==> src/rtl/fetch_ctrl_if.sv <==
// Bus bundle between the fetch sequencer, instruction memory, execute redirect and decode.
// The master modport is the fetch_ctrl side. The slave modport is the environment side.
interface fetch_ctrl_if;
   logic        redirect_valid;
   logic [31:0] redirect_pc;
   logic        imem_req_valid;
   logic [31:0] imem_req_addr;
   logic        imem_req_ready;
   logic        imem_rsp_valid;
   logic [31:0] imem_rsp_data;
   logic        if_valid;
   logic [31:0] if_pc;
   logic [31:0] if_instr;
   logic        if_ready;
   logic [31:0] fetch_count;

   modport master (
      input  redirect_valid, redirect_pc, imem_req_ready, imem_rsp_valid, imem_rsp_data, if_ready,
      output imem_req_valid, imem_req_addr, if_valid, if_pc, if_instr, fetch_count
   );

   modport slave (
      output redirect_valid, redirect_pc, imem_req_ready, imem_rsp_valid, imem_rsp_data, if_ready,
      input  imem_req_valid, imem_req_addr, if_valid, if_pc, if_instr, fetch_count
   );
endinterface

==> src/rtl/fetch_ctrl.sv <==
// Instruction-fetch sequencer. It keeps at most one outstanding imem request.
// It discards wrong-path responses after a redirect.
module fetch_ctrl #(
   parameter logic [31:0] RESET_PC = 32'h0000_0000
) (
   input  logic         clk,
   input  logic         rst,
   fetch_ctrl_if.master bus
);
   typedef enum logic [2:0] {IDLE, REQ, WAIT, HOLD, DROP} state_t;

   state_t      state, state_n;
   logic [31:0] pc, pc_n;
   logic [31:0] if_pc_q, if_pc_n;
   logic [31:0] if_instr_q, if_instr_n;
   logic [31:0] cnt_q, cnt_n;
   logic [31:0] redir_pc;

   assign redir_pc = bus.redirect_pc & ~32'h3;

   always_ff @(posedge clk or posedge rst) begin
      if (rst) begin
         state      <= IDLE;
         pc         <= RESET_PC;
         if_pc_q    <= '0;
         if_instr_q <= '0;
         cnt_q      <= '0;
      end else begin
         state      <= state_n;
         pc         <= pc_n;
         if_pc_q    <= if_pc_n;
         if_instr_q <= if_instr_n;
         cnt_q      <= cnt_n;
      end
   end

   // The redirect gates the handshakes combinationally, so a redirect never lets a stale beat through.
   always_comb begin
      state_n    = state;
      pc_n       = pc;
      if_pc_n    = if_pc_q;
      if_instr_n = if_instr_q;
      cnt_n      = cnt_q;
      unique case (state)
         IDLE: state_n = REQ;
         REQ: begin
            if (bus.redirect_valid) pc_n = redir_pc;
            else if (bus.imem_req_ready) state_n = WAIT;
         end
         WAIT: begin
            if (bus.redirect_valid) begin
               pc_n    = redir_pc;
               state_n = bus.imem_rsp_valid ? REQ : DROP;
            end else if (bus.imem_rsp_valid) begin
               if_instr_n = bus.imem_rsp_data;
               if_pc_n    = pc;
               pc_n       = pc + 32'd4;
               state_n    = HOLD;
            end
         end
         DROP: begin
            if (bus.redirect_valid) pc_n = redir_pc;
            if (bus.imem_rsp_valid) state_n = REQ;
         end
         HOLD: begin
            if (bus.redirect_valid) begin
               pc_n    = redir_pc;
               state_n = REQ;
            end else if (bus.if_ready) begin
               cnt_n   = cnt_q + 32'd1;
               state_n = REQ;
            end
         end
         default: state_n = IDLE;
      endcase
   end

   assign bus.imem_req_valid = (state == REQ) && !bus.redirect_valid;
   assign bus.imem_req_addr  = pc;
   assign bus.if_valid       = (state == HOLD) && !bus.redirect_valid;
   assign bus.if_pc          = if_pc_q;
   assign bus.if_instr       = if_instr_q;
   assign bus.fetch_count    = cnt_q;
endmodule

==> src/flat_wrapper.sv <==
// flat-port wrapper written by rule: the top's interface ports become plain ports
module fetch_ctrl_flat 
#(
   parameter logic [31:0] RESET_PC = 32'h0000_0000
)
  (clk, rst, bus_redirect_valid, bus_redirect_pc, bus_imem_req_ready, bus_imem_rsp_valid, bus_imem_rsp_data, bus_if_ready, bus_imem_req_valid, bus_imem_req_addr, bus_if_valid, bus_if_pc, bus_if_instr, bus_fetch_count);
  fetch_ctrl_if bus_i ();
  input  logic clk;
  input  logic rst;
  input wire logic [$bits(bus_i.redirect_valid)-1:0] bus_redirect_valid;
  input wire logic [$bits(bus_i.redirect_pc)-1:0] bus_redirect_pc;
  input wire logic [$bits(bus_i.imem_req_ready)-1:0] bus_imem_req_ready;
  input wire logic [$bits(bus_i.imem_rsp_valid)-1:0] bus_imem_rsp_valid;
  input wire logic [$bits(bus_i.imem_rsp_data)-1:0] bus_imem_rsp_data;
  input wire logic [$bits(bus_i.if_ready)-1:0] bus_if_ready;
  output wire logic [$bits(bus_i.imem_req_valid)-1:0] bus_imem_req_valid;
  output wire logic [$bits(bus_i.imem_req_addr)-1:0] bus_imem_req_addr;
  output wire logic [$bits(bus_i.if_valid)-1:0] bus_if_valid;
  output wire logic [$bits(bus_i.if_pc)-1:0] bus_if_pc;
  output wire logic [$bits(bus_i.if_instr)-1:0] bus_if_instr;
  output wire logic [$bits(bus_i.fetch_count)-1:0] bus_fetch_count;
  assign bus_i.redirect_valid = bus_redirect_valid;
  assign bus_i.redirect_pc = bus_redirect_pc;
  assign bus_i.imem_req_ready = bus_imem_req_ready;
  assign bus_i.imem_rsp_valid = bus_imem_rsp_valid;
  assign bus_i.imem_rsp_data = bus_imem_rsp_data;
  assign bus_i.if_ready = bus_if_ready;
  assign bus_imem_req_valid = bus_i.imem_req_valid;
  assign bus_imem_req_addr = bus_i.imem_req_addr;
  assign bus_if_valid = bus_i.if_valid;
  assign bus_if_pc = bus_i.if_pc;
  assign bus_if_instr = bus_i.if_instr;
  assign bus_fetch_count = bus_i.fetch_count;
  fetch_ctrl #(.RESET_PC(RESET_PC)) u_core (.clk(clk), .rst(rst), .bus(bus_i));
endmodule
==> config.mk <==
export PLATFORM = sky130hd
export DESIGN_NAME = fetch_ctrl_flat
export DESIGN_NICKNAME = d
export VERILOG_FILES = /design/src/rtl/fetch_ctrl_if.sv /design/src/rtl/fetch_ctrl.sv /design/src/flat_wrapper.sv
export SDC_FILE = /design/constraint.sdc
export NUM_CORES = 1
export LEC_CHECK = 0
export CAP_MARGIN = 20
export CORE_ASPECT_RATIO = 0.8
export CORE_MARGIN = 10
export CORE_UTILIZATION = 30
export DETAILED_ROUTE_END_ITERATION = 16
export MAX_ROUTING_LAYER = met4
export PLACE_DENSITY = 0.6
export SYNTH_ARGS = -nofsm -noshare
export SYNTH_HDL_FRONTEND = slang
export SYNTH_SLANG_ARGS = --single-unit
==> constraint.sdc <==
create_clock -name clk -period 5.5 [get_ports clk]
set_input_delay 1.375 -clock clk [delete_from_list [all_inputs] [get_ports clk]]
set_output_delay 1.375 -clock clk [all_outputs]
set_load 0.02 [all_outputs]
Yosys cells after proc, flatten, opt, wreduce, memory -nomap -nowiden --
Index checks and enable logic that the tools add are counted. Widths: inputs -> output; s select.
Cells by class: mux-type cells 13, div/mod/pow operators 0, shift-type cells 0, eq/ne operators 10, multipliers 0, reduce and logical (&&, ||, !) cells 10, bitwise logic cells 1, add/subtract/negate cells 2, magnitude comparators 0
Operator list (count):
- $mux 32 | 3
- $pmux 32 s2 | 1
- $add 32x1->32 const B | 1
- $add 32x3->32 const B | 1
- $mux 3 | 8
- $pmux 3 s5 | 1
- $reduce_and 3->1 | 3
- $eq 3x2->1 const B | 2
- $ne 2x2->1 const B | 3
- $ne 3x3->1 const B | 2
- $reduce_and 5->1 | 1
- $eq 3x1->1 const B | 1
- $eq 3x3->1 const B | 1
- $logic_not 3->1 | 1
- $reduce_or 3->1 | 1
- $logic_and 1x1->1 | 2
- $ne 2x1->1 const B | 1
- $reduce_bool 2->1 | 1
- $logic_not 1->1 | 1
- $not 1->1 | 1
Word-level totals: flip-flop bits (word level) 131, bits in read-only memories 0, input port bits 70, memories kept 0, output and inout port bits 130, bits in latches 0, memory bits (writable) 0

Depth between registers and ports, before layout --
Gate-level depths: netlist of the first run.
depth in word-level cells 4, gate-level depth with buffers 7

Least setup slack after synthesis of the first run --
OpenSTA, ideal clock, no wires.
path type in2out, from in bus_redirect_valid, to out bus_imem_req_valid, arrival 2.172 ns, path buffers 1, path slack 1.953 ns, required time 4.125 ns, cell stages on the path 2, cells stage by stage buf_2 -> nor4_1
Between the ends: longest elaborated chain between the ends 2
RTL lines:
- start, declared | RTL line flat_wrapper.sv:10 | input wire logic [$bits(bus_i.redirect_valid)-1:0] bus_redirect_valid;
- $logic_not 1->1 | RTL line fetch_ctrl.sv:78 | assign bus.imem_req_valid = (state == REQ) && !bus.redirect_valid;
- $logic_and 1x1->1 | RTL line fetch_ctrl.sv:78
- end, declared | RTL line flat_wrapper.sv:16 | output wire logic [$bits(bus_i.imem_req_valid)-1:0] bus_imem_req_valid;
No other way between the ends.

Worst setup path in the final report of the first run --
from in bus_redirect_valid, to out bus_if_valid
Between the ends: longest elaborated chain between the ends 2
RTL lines:
- $logic_not 1->1 | RTL line fetch_ctrl.sv:80 | assign bus.if_valid = (state == HOLD) && !bus.redirect_valid;
- $logic_and 1x1->1 | RTL line fetch_ctrl.sv:80
- end, declared | RTL line flat_wrapper.sv:18 | output wire logic [$bits(bus_i.if_valid)-1:0] bus_if_valid;
No other way between the ends.

==> results of run 1 <==
==> layer usage <==
metal	up-vias	GRT usage, %	wire length [µm]
met1	2520	19.6	8770
met4	0	3.79	165
met5	-	-	0
met2	139	22.3	8720
li1	2582	-	-
met3	11	4.43	1140
==> power by group <==
group	switching [mW]	internal (mW)	leakage (nW)
registers	0.168	1.12	1.64
clock network	0.438	0.723	0.292
logic	0.517	0.469	1.96
==> through the flow <==
stage / std cells / setup WS [ps]
after floorplan: 649 / 741
after global placement: 1075 / 964
after detailed placement: 1075 / 936
after CTS: 1106 / 940
after global routing: 1107 / 868
final: 1107 / 936
==> cell usage in the layout, fill, tap and decap left out, types with 4 or more instances in the layout <==
master	instances
conb_1	4
xnor2_1	22
a211oi_1	5
o22a_1	5
o21ai_0	23
clkdlybuf4s50_1	193
a21oi_1	26
clkinv_4	4
nand4_1	8
and2_1	5
or3_1	6
nand3_1	25
dfrtp_1	127
o22ai_1	5
a2bb2oi_1	5
nor2_1	30
and3_1	12
inv_1	5
and4_1	11
xor2_1	9
clkbuf_16	17
nor3_1	7
a31oi_1	4
buf_4	7
nand2_1	212
==> worst max-delay path, cell delays in order <==
cell,delay [ps]
clkdlybuf4s50_1,700
and4bb_1,470
clkdlybuf4s50_1,640
==> synth_stat cells (2+ instances only) <==
library cell / n / area share (%)
o22a_1: 5 / 0.73
a311oi_1: 3 / 0.44
nor4_1: 2 / 0.21
a41oi_1: 3 / 0.44
nor2b_1: 3 / 0.31
nor3b_1: 2 / 0.25
a31oi_1: 4 / 0.42
xnor2_1: 22 / 3.2
and3_1: 13 / 1.4
buf_2: 11 / 0.92
nand2b_1: 2 / 0.21
or3_1: 6 / 0.63
nand2_1: 212 / 13
xor2_1: 9 / 1.3
a22oi_1: 3 / 0.38
inv_1: 6 / 0.38
and4_1: 11 / 1.6
nand4_1: 8 / 0.84
nor4_4: 2 / 0.71
o22ai_1: 5 / 0.52
ha_1: 2 / 0.42
o21ai_0: 23 / 1.9
nor2_1: 30 / 1.9
clkbuf_1: 12 / 0.75
nand3_1: 26 / 2.2
a2bb2oi_1: 5 / 0.73
nor3_1: 7 / 0.59
nor3_2: 2 / 0.34
and2_1: 5 / 0.52
buf_1: 7 / 0.44
a21oi_1: 26 / 2.2
o311a_1: 2 / 0.34
nand3_2: 2 / 0.34
a211oi_1: 5 / 0.63
dfrtp_1: 127 / 53
nand4bb_1: 2 / 0.38
mux2_2: 2 / 0.38
buf_4: 7 / 0.88
==> worst min path at each step <==
stage / start / endpoint / slack [ps]
6_report: u_core.bus.if_instr[9] / u_core.bus.if_instr[9] / 470
2_1_floorplan: u_core.bus.fetch_count[31] / u_core.bus.fetch_count[31] / 580
5_1_grt: u_core.bus.if_pc[8] / u_core.bus.if_pc[8] / 490
4_1_cts: u_core.bus.if_pc[12] / u_core.bus.if_pc[12] / 480
3_5_place_dp: u_core.bus.if_instr[14] / u_core.bus.if_instr[14] / 460
3_3_place_gp: u_core.bus.if_pc[12] / u_core.bus.if_pc[12] / 460
==> flip-flops by register name, summed over array words and instances (netlist names) <==
signal / cells
u_core.bus.imem_req_addr: 30
u_core.bus.if_pc: 30
u_core.bus.if_instr: 32
u_core.bus.fetch_count: 32
u_core.state: 3
==> cell type report <==
type / count / share of cell area [%]
clock buffers: 18 / 5.01
clock inverters: 13 / 1.87
inverters: 6 / 0.314
multi-input cells: 478 / 29.8
flip-flops and latches: 127 / 36.3
well taps: 264 / 3.77
repair buffers: 201 / 23.0
==> kinds of logic (layout without fill, tap and decap cells) <==
family | Yosys count | after routing | share of synthesized area (%)
flops | 127 | 127 | 53.2
simple gates | 343 | 343 | 27.2
buf+inv | 44 | 238 | 3.56
mux | 3 | 3 | 0.545
compound gates | 95 | 95 | 10.4
other cells | 1 | 4 | 0.0628
xor+xnor | 31 | 31 | 4.55
fa+ha+maj | 2 | 2 | 0.419
==> results.py, run 1 <==
metrics = {
    "status": {
        "status": "completed",
    },
    "clock_tree": {
        "cts_hold_buf": 0,
        "ctsResizeCount": 0,
        "clkTransAtPathRegs_ps": 50,
        "cts_tree": "done",
        "cts-htree-levels": 4,
        "insertion_delay_ps": 420,
        "numCtsBuffers": 17,
        "clockBufferDepth": 2,
        "clock_sinks": 127,
        "post_cts_buffers": 0,
        "cts-root-buf": "clkbuf_16",
    },
    "routing": {
        "drtIter0Drc": 320,
        "routed_wl_um": 18800,
        "postRouteAntennaNets": 0,
        "wire_per_inst_um": 17.0,
        "vias": 5252,
        "first_pass_iters": 4,
        "vias_per_cell": 4.74,
        "drc_errors": 0,
    },
    "timing": {
        "drv_slew": 0,
        "setup_viol": 0,
        "finClkSkew_ps": 10.0,
        "rsz0062_at_grt": "false",
        "tns_ps": 0,
        "tightest_slew_ps": 1060,
        "period_minus_slack_ps": 4560,
        "min_period_over_period_pct": 83.0,
        "max_freq_mhz": 219,
        "holdWs_ps": 470,
        "slew_headroom_pct": 29.3,
        "finalHoldViolCount": 0,
    },
    "pwr": {
        "vdd_drop_max_v": 0.000178,
        "pwr_density_cell_nw_per_um2": 391,
        "cellLeakagePower_nw": 3.89,
        "power.total_mw": 3.43,
    },
    "floorplan": {
        "dieHeight_um": 146,
        "initial_core_util_pct": 30.3,
        "die_area_um2": 26000,
        "io_pins": 200,
        "core_region_area_um2": 19700,
        "rows": 46,
        "die_w_um": 178,
    },
    "worst_setup_path": {
        "cp.arrival_ps": 3190,
        "r2r-start": "u_core.state[2]",
        "critPathMaxFanout": 12,
        "cp-startpoint": "bus_redirect_valid",
        "ff2ff_setup_slack_ps": 3100,
        "worstSetupPathType": "in2out",
        "rr_endpoint": "u_core.bus.imem_req_addr[21]",
        "reg2reg_depth": 6,
        "worst_setup_path_start_kind": "input port",
        "endpoint_kind": "primary output",
        "crit_path_end": "bus_if_valid",
        "required_ps": 4120,
    },
    "cells_and_area": {
        "nets": 903,
        "multi_input_area_um2": 2620,
        "drive_above_1_share_pct": 6.76,
        "area_delta_synth_final_pct": 46.8,
        "ff_latch_area_um2": 3180,
        "antenna_cells": 0,
        "fillers": 1904,
        "finalInstanceArea_um2": 8770,
        "utilization_pct": 44.5,
    },
    "global_routing": {
        "grt-ovfl-total": 0,
        "global_route.usage.total_pct": 15.0,
        "antenna_found_initial": 0,
        "grt_start_max_net_pins": 111,
        "grt_pass1_vias": 5106,
        "grt_pass1_wl_um": 30000,
    },
    "worst_hold_path": {
        "hold_path_class": "reg2reg",
        "hold_depth": 2,
    },
    "yosys": {
        "ys_seq_elements": 127,
        "synth_edf_count": 0,
        "synth_async_sr_flop_share_pct": 100,
        "yosysWarningCount": 0,
        "syn_area_per_cell_um2": 9.24,
        "synthesis.area_um2": 5970,
        "synth_ff_type": "dfrtp_1",
        "yosysUniqueCellTypes": 60,
        "ys_seq_area_share_pct": 53.2,
        "synth_cells": 646,
    },
    "place": {
        "portBuffers": 193,
        "routabilityCongestion": 0.786,
        "placed_area_um2": 8140,
        "dp_hpwl_um": 13300,
    },
    "run": {
        "drv_cap": 0,
    },
}
(Power assumes the default switching activity.)
==> run 2: changes to the inputs <==
- clock period: 5.5 -> 4.25 ns (I/O delays scaled with it)
==> results.py, run 2 (synthesis results as in run 1) <==
metrics = {
    "status": {
        "status": "completed",
    },
    "cells_and_area": {
        "drive_above_1_share_pct": 6.64,
        "area_delta_synth_final_pct": 47.5,
        "nets": 904,
        "final_common_cell": "nand2_1",
        "final_cell_mix": "nand2_1, clkdlybuf4s50_1, dfrtp_1",
    },
    "timing": {
        "slew_headroom_pct": 46.1,
        "rsz0062_at_grt": "false",
        "finClkSkew_ps": 8.59,
        "tightest_slew_ps": 809,
        "setup_viol": 0,
        "period_minus_slack_ps": 3620,
        "holdWs_ps": 470,
        "min_period_over_period_pct": 85.1,
        "finalHoldViolCount": 0,
        "drv_slew": 0,
        "tns_ps": 0,
        "postLayoutSetupSlackWorst_ps": 633,
        "max_freq_mhz": 276,
    },
    "clock_tree": {
        "numCtsBuffers": 17,
        "post_cts_buffers": 0,
        "clock_sinks": 127,
        "clockBufferDepth": 2,
        "insertion_delay_ps": 410,
        "clkTransAtPathRegs_ps": 60,
        "cts-root-buf": "clkbuf_16",
        "cts_hold_buf": 0,
        "ctsResizeCount": 0,
        "cts_tree": "done",
        "cts-htree-levels": 4,
    },
    "routing": {
        "postRouteAntennaNets": 0,
        "wire_per_inst_um": 17.4,
        "drtIter0Drc": 386,
        "first_pass_iters": 4,
        "drc_errors": 0,
        "routed_wl_um": 19300,
        "vias_per_cell": 4.80,
        "vias": 5318,
    },
    "pwr": {
        "cellLeakagePower_nw": 3.90,
        "combPwrFrac_pct": 28.5,
        "power.total_mw": 4.50,
        "p_seq_share_pct": 36.9,
        "power.switching_mw": 1.44,
        "pwr_density_cell_nw_per_um2": 510,
        "p_clk_share_pct": 34.7,
        "intPower_mw": 3.06,
        "swShare_pct": 32.0,
        "vdd_drop_max_v": 0.000250,
    },
    "global_routing": {
        "grt-ovfl-total": 0,
        "grt_pass1_vias": 5108,
        "antenna_found_initial": 1,
        "grt_pass1_wl_um": 30100,
        "global_route.usage.total_pct": 15.1,
        "grt_start_max_net_pins": 128,
    },
    "worst_setup_path": {
        "cp_top_family": "buffers and inverters",
        "critPathMostFrequentCell": "clkdlybuf4s50_1",
        "ff2ff_setup_slack_ps": 1690,
        "worst_setup_path_start_kind": "input port",
        "worstSetupPathType": "in2out",
        "critPathMaxStageDelay_ps": 650,
        "r2r-start": "u_core.state[2]",
        "worstPathCellList": "clkdlybuf4s50_1 > and4bb_1 > clkdlybuf4s50_1",
        "cp-startpoint": "bus_redirect_valid",
        "cp.depth": 3,
        "critPathMaxFanout": 3,
        "required_ps": 3190,
        "cp.arrival_ps": 2550,
        "crit_buf_inv": 2,
        "crit_path_end": "bus_if_valid",
        "endpoint_kind": "primary output",
        "cpMaxStageDelayCell": "clkdlybuf4s50_1",
        "rr_endpoint": "u_core.bus.imem_req_addr[10]",
        "reg2reg_depth": 6,
    },
    "worst_hold_path": {
        "hold_path_class": "reg2reg",
        "hold_depth": 2,
    },
    "run": {
        "drv_cap": 0,
    },
    "place": {
        "portBuffers": 193,
        "routabilityCongestion": 0.793,
        "dp_hpwl_um": 13400,
        "place_ws_ps": 651,
    },
    "floorplan": {
        "dieHeight_um": 146,
        "initial_core_util_pct": 30.3,
        "die_area_um2": 26000,
        "io_pins": 200,
        "rows": 46,
        "die_w_um": 178,
        "core_region_area_um2": 19700,
    },
}
run 2: cell types whose count changed in the layout (fill, tap and decap cells not counted), sizes merged:
| cell | change |
|---|---|
| inv | -2 |
| bufinv | +1 |
| buf | +1 |
| clkinv | -4 |
| diode | +1 |
| clkbuf | +3 |
| clkinvlp | +2 |
run 2: how the worst min path moves through the flow:
stage	endpoint	from
final	u_core.bus.if_instr[6]	u_core.bus.if_instr[6]
after global routing	u_core.bus.if_pc[8]	u_core.bus.if_pc[8]
after CTS	u_core.bus.if_instr[0]	u_core.bus.if_instr[0]
after detailed placement	u_core.bus.if_instr[0]	u_core.bus.if_instr[0]
after global placement	u_core.bus.if_pc[28]	u_core.bus.if_pc[28]
after floorplan	u_core.bus.fetch_count[31]	u_core.bus.fetch_count[31]
run 2: worst register-to-register path, delay by kind of cell, from the launching register on:
| kind | cells | cell delay [ps] |
|---|---|---|
| buffers and inverters | 1 | 310 |
| flip-flops | 1 | 670 |
| AO/OA/AOI/OAI | 2 | 270 |
| AND/OR/NAND/NOR | 3 | 1200 |
run 2: metal layers:
| metal | wire length [µm] | track usage (%) |
|---|---|---|
| met1 | 9110 | 20.0 |
| met5 | 0 | - |
| met4 | 197 | 3.87 |
| met3 | 1100 | 4.05 |
| met2 | 8860 | 22.4 |
run 2: cell type report:
cell class | count | area, µm²
clock buffer | 21 | 460
inverter | 6 | 26.3
tap | 264 | 330
timing repair buffer | 202 | 2040
antenna | 1 | 2.50
sequential | 127 | 3180
fill | 1889 | 10900
clock inverter | 10 | 161
multi-input combinational | 478 | 2620
run 2: through the flow:
step                      cells  instance area [µm²]  util [%]
final                      1109                 8810      44.8
after global routing       1109                 8810      44.8
after CTS                  1108                 8810      44.7
after detailed placement   1077                 8190      41.6
after global placement     1077                 8190      41.6
after floorplan             649                 5990         -
run 2: power groups by stage:
stage	Sequential [mW]	Combinational (mW)	Clock, mW
after floorplan	1.92	0.348	0
after global placement	1.67	1.29	0
after detailed placement	1.68	1.30	0
after CTS	1.66	1.31	1.59
after global routing	1.70	1.39	1.65
final	1.66	1.28	1.56
